===== config.mk =====
export PLATFORM = sky130hd
export DESIGN_NAME = rc5_core
export DESIGN_NICKNAME = d
export VERILOG_FILES = /design/src/rtl/rc5_pkg.sv /design/src/rtl/rc5_rot.sv /design/src/rtl/rc5_core.sv
export SDC_FILE = /design/constraint.sdc
export NUM_CORES = 1
export LEC_CHECK = 0
export ABC_AREA = 1
export BUFFER_PORTS_ARGS = -buffer_cell sky130_fd_sc_hd__buf_2
export CAP_MARGIN = 30
export CORE_MARGIN = 5
export CORE_UTILIZATION = 64
export CTS_CLUSTER_SIZE = 28
export DETAILED_ROUTE_END_ITERATION = 6
export HOLD_SLACK_MARGIN = 0.1
export PLACE_DENSITY_LB_ADDON = 0.3
export SYNTH_ARGS = -nofsm -noshare
export SYNTH_HDL_FRONTEND = slang
export SYNTH_SLANG_ARGS = --single-unit

===== constraint.sdc =====
create_clock -name clk -period 11.8 [get_ports clk]
set_input_delay 1.18 -clock clk [delete_from_list [all_inputs] [get_ports clk]]
set_output_delay 1.18 -clock clk [all_outputs]
set_load 0.005 [all_outputs]

===== src/rtl/rc5_pkg.sv =====
// rc5_pkg: shared types and constants for the RC5 datapath and its key schedule.
//   state_t : control FSM states of rc5_core (IDLE, RUN, DONE)
//   mode_t  : transaction direction (ENC, DEC)
//   P/Q     : RC5 magic constants for W = 16/32/64, used by the key-schedule block
//   block_w : block width in bits for a given word width
package rc5_pkg;

  typedef enum logic [1:0] {
    IDLE = 2'd0,
    RUN  = 2'd1,
    DONE = 2'd2
  } state_t;

  typedef enum logic {
    ENC = 1'b0,
    DEC = 1'b1
  } mode_t;

  localparam logic [15:0] P16 = 16'hB7E1;
  localparam logic [15:0] Q16 = 16'h9E37;
  localparam logic [31:0] P32 = 32'hB7E1_5163;
  localparam logic [31:0] Q32 = 32'h9E37_79B9;
  localparam logic [63:0] P64 = 64'hB7E1_5162_8AED_2A6B;
  localparam logic [63:0] Q64 = 64'h9E37_79B9_7F4A_7C15;

  function automatic int block_w(input int w);
    return 2 * w;
  endfunction

endpackage


===== src/rtl/rc5_rot.sv =====
// rc5_rot: combinational W-bit rotator, built as a log2(W)-stage barrel shifter.
//   data   : word to rotate
//   amt    : rotate amount (low LGW bits of the controlling word)
//   dir    : 0 = rotate left, 1 = rotate right
//   result : rotated word
module rc5_rot #(
  parameter  int W   = 16,
  localparam int LGW = $clog2(W)
) (
  input  logic [W-1:0]   data,
  input  logic [LGW-1:0] amt,
  input  logic           dir,
  output logic [W-1:0]   result
);

  logic [W-1:0] stage [LGW+1];

  assign stage[0] = data;

  // Stage gi rotates by 2**gi when amt[gi] is set.
  for (genvar gi = 0; gi < LGW; gi++) begin : g_stage
    localparam int K = 1 << gi;
    logic [W-1:0] rot_l;
    logic [W-1:0] rot_r;
    assign rot_l = {stage[gi][W-1-K:0], stage[gi][W-1:W-K]};
    assign rot_r = {stage[gi][K-1:0], stage[gi][W-1:K]};
    assign stage[gi+1] = amt[gi] ? (dir ? rot_r : rot_l) : stage[gi];
  end

  assign result = stage[LGW];

endmodule


===== src/rtl/rc5_core.sv =====
// rc5_core: RC5-W/R/b encrypt/decrypt datapath, one round per clock.
//   clk, rst            : clock (rising edge), asynchronous active-low reset
//   in_valid/in_ready   : input handshake; in_mode, in_rounds, in_data sampled on accept
//   in_data             : block, [W-1:0] = A, [2W-1:W] = B
//   out_valid/out_ready : output handshake; out_data = {B, A}
//   sk_we/sk_addr/sk_data : subkey table write port, honoured only while idle
module rc5_core
  import rc5_pkg::*;
#(
  parameter  int W          = 16,
  parameter  int MAX_ROUNDS = 16,
  localparam int LGW        = $clog2(W),
  localparam int RW         = $clog2(MAX_ROUNDS + 1),
  localparam int AW         = $clog2(2 * MAX_ROUNDS + 2)
) (
  input  logic                  clk,
  input  logic                  rst,
  input  logic                  in_valid,
  output logic                  in_ready,
  input  logic                  in_mode,
  input  logic [RW-1:0]         in_rounds,
  input  logic [block_w(W)-1:0] in_data,
  output logic                  out_valid,
  input  logic                  out_ready,
  output logic [block_w(W)-1:0] out_data,
  input  logic                  sk_we,
  input  logic [AW-1:0]         sk_addr,
  input  logic [W-1:0]          sk_data
);

  localparam int              BW      = block_w(W);
  localparam int              DEPTH   = 2 * MAX_ROUNDS + 2;
  localparam logic [AW:0]     DEPTH_V = (AW + 1)'(DEPTH);
  localparam logic [RW-1:0]   MAX_R   = RW'(MAX_ROUNDS);

  state_t         state_reg, state_next;
  mode_t          mode_reg, mode_next;
  logic [W-1:0]   a_reg, a_next;
  logic [W-1:0]   b_reg, b_next;
  logic [RW-1:0]  i_reg, i_next;
  logic [RW-1:0]  r_reg, r_next;
  logic [BW-1:0]  out_reg, out_next;

  // Subkey table: small, read at two addresses per cycle, never reset.
  logic [W-1:0]   sk_mem [DEPTH];
  logic [AW-1:0]  addr_even, addr_odd;
  logic [W-1:0]   sk_even, sk_odd, sk0, sk1;

  always_ff @(posedge clk) begin
    if (sk_we && (state_reg == IDLE) && ({1'b0, sk_addr} < DEPTH_V)) begin
      sk_mem[sk_addr] <= sk_data;
    end
  end

  assign addr_even = AW'(i_reg) << 1;
  assign addr_odd  = addr_even | AW'(1);
  assign sk_even   = sk_mem[addr_even];
  assign sk_odd    = sk_mem[addr_odd];
  assign sk0       = sk_mem[0];
  assign sk1       = sk_mem[1];

  // Round datapath. The first rotator produces the half-round word that is
  // updated first (A when encrypting, B when decrypting); the second is
  // chained on it and produces the other word.
  logic         dec;
  logic [W-1:0] rot1_in, rot1_out, rot2_in, rot2_out;
  logic [W-1:0] first_word, second_word, rnd_a, rnd_b;

  assign dec     = (mode_reg == DEC);
  assign rot1_in = dec ? (b_reg - sk_odd) : (a_reg ^ b_reg);

  rc5_rot #(.W(W)) u_rot_a (
    .data   (rot1_in),
    .amt    (dec ? a_reg[LGW-1:0] : b_reg[LGW-1:0]),
    .dir    (dec),
    .result (rot1_out)
  );

  assign first_word = dec ? (rot1_out ^ a_reg) : (rot1_out + sk_even);
  assign rot2_in    = dec ? (a_reg - sk_even) : (b_reg ^ first_word);

  rc5_rot #(.W(W)) u_rot_b (
    .data   (rot2_in),
    .amt    (first_word[LGW-1:0]),
    .dir    (dec),
    .result (rot2_out)
  );

  assign second_word = dec ? (rot2_out ^ first_word) : (rot2_out + sk_odd);
  assign rnd_a       = dec ? second_word : first_word;
  assign rnd_b       = dec ? first_word : second_word;

  // Accept-time values.
  logic [RW-1:0] r_acc;
  logic [W-1:0]  in_a, in_b;

  assign r_acc = (in_rounds > MAX_R) ? MAX_R : in_rounds;
  assign in_a  = in_data[W-1:0];
  assign in_b  = in_data[BW-1:W];

  always_comb begin
    state_next = state_reg;
    mode_next  = mode_reg;
    a_next     = a_reg;
    b_next     = b_reg;
    i_next     = i_reg;
    r_next     = r_reg;
    out_next   = out_reg;
    case (state_reg)
      IDLE: begin
        if (in_valid) begin
          mode_next = mode_t'(in_mode);
          r_next    = r_acc;
          if (in_mode) begin
            a_next = in_a;
            b_next = in_b;
            i_next = r_acc;
          end else begin
            a_next = in_a + sk0;
            b_next = in_b + sk1;
            i_next = RW'(1);
          end
          if (r_acc != '0) begin
            state_next = RUN;
          end else begin
            // Zero rounds: whitening only; decrypt removes it straight away.
            state_next = DONE;
            out_next   = in_mode ? {b_next - sk1, a_next - sk0} : {b_next, a_next};
          end
        end
      end
      RUN: begin
        a_next = rnd_a;
        b_next = rnd_b;
        if (dec ? (i_reg == RW'(1)) : (i_reg == r_reg)) begin
          state_next = DONE;
          out_next   = dec ? {b_next - sk1, a_next - sk0} : {b_next, a_next};
        end else begin
          i_next = dec ? (i_reg - RW'(1)) : (i_reg + RW'(1));
        end
      end
      DONE: begin
        if (out_ready) begin
          state_next = IDLE;
        end
      end
      default: state_next = IDLE;
    endcase
  end

  always_ff @(posedge clk or negedge rst) begin
    if (!rst) begin
      state_reg <= IDLE;
      mode_reg  <= ENC;
      a_reg     <= '0;
      b_reg     <= '0;
      i_reg     <= '0;
      r_reg     <= '0;
      out_reg   <= '0;
    end else begin
      state_reg <= state_next;
      mode_reg  <= mode_next;
      a_reg     <= a_next;
      b_reg     <= b_next;
      i_reg     <= i_next;
      r_reg     <= r_next;
      out_reg   <= out_next;
    end
  end

  assign in_ready  = (state_reg == IDLE);
  assign out_valid = (state_reg == DONE);
  assign out_data  = out_reg;

endmodule


==> metrics.md <==
| Metric | Value |
|---|---|
| Filler Cell Count | `4043` |
| TritonCTS clock tree | `built` |
| Total grt overflow | `0` |
| Clk Latency, worst-skew pair | `640 ps` |
| Crit end category | `flop` |
| Critical path fanouts, max | `15` |
| Row cnt | `86` |
| Hold Path End | `out_data[17]` |
| Post-Synth XOR/XNOR Area | `1.861%` |
| Synth top area share | `45.66%` |
| Die Width | `246.4 um` |
| DP Wirelength | `84.46 mm` |
| Post-Synthesis Cells | `between 4000 and 5000` |
| Area leader, netlist | `edfxtp_1` |
| Num Clock Sinks | `a little over 600` |
| CP startpoint kind | `flop` |
| Final worst-path cycle share | `a little over nine tenths` |
| CP max-delay cell | `dfrtp_4` |
| Largest register FFs | `544` |
| Initial antenna violation count | `5` |
| Largest net degree at the start of global routing | `99` |
| Mapped Area | `35780 um^2` |
| Largest Register | `sk_mem` |
| Synth cell count leaders | `nand2_1, edfxtp_1, o21ai_0` |
| Proportion of layout cells with a drive suffix above 1 | `12.40%` |
| Wirelength per Cell | `24.83 um` |
| Post-synthesis mux area share | `less than 1%` |
| Port bufs | `98` |
| Most common flop cell mapped by yosys | `edfxtp_1` |
| Critical Path Max Stage Delay | `about 500 ps` |
| CTS Buf Count | `66` |
| Fin. Hold Viols | `0` |
| Netlist cell types | `57` |
| Die ar. | `60730 um^2` |
| Met3 WL | `14.74 mm` |
| First-pass iteration count of the detailed router | `6` |
| Top Layer Used | `met5` |
| Status | `completed` |
| Starting DRT DRC Count | `4548` |
| Top cell by count, worst path | `nand2_1` |
| DR DRC count | `0` |
| Hold Path Stages | `2` |
| WP data required | `12320 ps` |
| Global-route wire length before repair | `~180 mm` |
| ANT nets after route | `0` |
| Vias/cell | `6.464` |
| Count leader, synth | `nand2_1` |
| Post-synthesis compound-gate area fraction | `16.71%` |
| Syn nets | `4251` |
| Top Family by Delay on Critical Path | `simple AND/OR/NAND/NOR gates` |
| WP data arrival | `11760 ps` |
| Synth area leaders | `edfxtp_1, nand2_1, o21ai_0` |
| Max Clk Rate | `0.08899 GHz` |
| Layout Nets | `4397` |
| Reg2reg end | `out_data[31]` |
| Max Slew Vio Count | `0` |
| Async set or reset register ratio after synthesis | `12.40%` |
| Number of max-cap violations | `0` |
| Synth Warn # | `0` |
| Area of the core | `~55000 um^2` |
| Vias in the first global route | `just under 30000` |
| Synth Register Bits | `621` |
| Clk slew on worst S/H paths | `~60 ps` |
| DR vias | `between 30000 and 40000` |
| Max-slew headroom | `about 32%` |
| Total Routing Usage GR | `38.54%` |
| Synthesized area per cell | `8.893 um^2` |
| H-tree Lvls | `3` |
| Critical R2R Launch | `i_reg[0]` |
| FF-to-FF path depth | `81` |
| Min-Delay Path Class | `reg -> reg` |
| Largest family of logic cells by synthesized area | `simple AND/OR/NAND/NOR gates` |
| Starting Density | `64.81%` |
| Post-synthesis share of cell area spent on and, or, nand and nor gates | `18.15%` |
| M1 WL | `44.69 mm` |
| Worst path bufs/invs | `12` |
| # IOs | `99` |
| GP Congestion | `1.062` |
| Clock tree buffer depth | `3` |
| Setup-failing EPs final | `0` |
| Routed met2 length | `55.07 mm` |
| Adder-cell area share of the yosys netlist | `5.911%` |
| Slew @ Worst Pin | `1017 ps` |
| Final Worst Setup Slack | `562.6 ps` |
| CTS root buf | `clkbuf_16` |
| Area delta synth->final | `13.31%` |
| Reg2reg setup slack | `560 ps` |
| Sequential share of the synthesized area | `51.05%` |
| Final Critical Period | `11240 ps` |
| Final wirelength | `123.3 mm` |
| Setup CP Type | `reg -> reg` |
| Clock skew | `40.01 ps` |
| Placement Setup Slack | `490.3 ps` |
| Worst hold start | `out_data[17]` |
| Die Span Y | `246.4 um` |
| Post-synth EDFFs | `544` |
-- cell usage in the layout (no fill, tap or decap), types with 7 or more instances in the layout --
cell type / instances
a21oi_2: 14
nand4_1: 37
a31oi_1: 11
nand2_2: 33
o22ai_1: 116
nand2_1: 705
edfxtp_1: 544
buf_2: 98
o21ai_0: 435
nand3_1: 316
xnor2_1: 19
clkinv_2: 10
clkbuf_1: 15
buf_12: 11
a21oi_1: 277
dfrtp_1: 74
ha_4: 9
xor2_1: 57
a21o_1: 10
nor2_2: 7
o211ai_1: 34
nand3b_1: 12
o221ai_1: 16
buf_4: 148
nand3_2: 21
clkbuf_16: 70
fa_1: 8
nor2_1: 358
or2_2: 14
clkinv_1: 18
nor3_1: 8
ha_1: 142
inv_2: 15
o21a_1: 43
o21ai_2: 12
o21ai_1: 17
o21bai_1: 36
inv_1: 355
-- cell families after synthesis --
| logic type | Yosys count |
|---|---|
| xor+xnor | 76 |
| mux | 1 |
| fa+ha+maj | 163 |
| compound gates | 1057 |
| buf+inv | 575 |
| simple gates | 1530 |
| flops | 621 |
-- repair_timing --
action | 4_1_cts | 5_1_grt
gates resized for setup | 0 | 116
hold buffers | 0 | 0
setup buffers | 0 | 28
setup endpoints to repair | 0 | 14
-- worst register-to-register path: cells and delay by family, from the launching register on --
| kind | cells | cell delay (ps) |
|---|---|---|
| and+or+nand+nor | 40 | 4580 |
| AOI/OAI and AO/OA | 23 | 3170 |
| buffers and inverters | 12 | 1190 |
| DFF | 1 | 500 |
| adders and majority gates | 6 | 1670 |
-- final cells by class --
type	count	area [um^2]	area share, %
inverter	380	1463	3.608
clock buffer	83	1735	4.281
multi-input combinational	2827	15660	38.62
clock inverter	33	407.9	1.006
sequential	621	18270	45.08
antenna	1	2.502	0.006173
tap	748	935.9	2.309
timing repair buffer	271	2038	5.028
timing repair inverter	2	27.53	0.06790
-- per-stage QoR --
stage | TNS, ps | cells | utilization (%) | hold WS [ps] | cell area, um^2
floorplan | 0 | 4023 | - | 469.5 | 35780
global placement | 0 | 4813 | 68.00 | 458.8 | 37530
detailed placement | 0 | 4814 | 68.02 | 461.6 | 37550
CTS | 0 | 4930 | 71.91 | 476.4 | 39690
global route | -436.8 | 4965 | 73.43 | 487.6 | 40540
finish | 0 | 4966 | 73.44 | 474.1 | 40540
-- metal layers --
layer,global-route usage (%),vias up
met5,0,-
met4,20.97,6
met3,7.464,528
met2,59.98,2319
met1,51.49,14890
li1,-,14360
-- worst max-delay path by stage --
stage,from,end,depth (start not counted)
2_1_floorplan,i_reg[0],out_data[31],86
3_3_place_gp,i_reg[0],out_data[31],81
3_5_place_dp,i_reg[0],out_data[31],81
4_1_cts,i_reg[0],out_data[31],82
5_1_grt,i_reg[1],out_data[31],86
6_report,i_reg[0],out_data[31],81
Power is not shown: default switching activity piles up to over one toggle a cycle in this logic, so the estimate is an artifact.
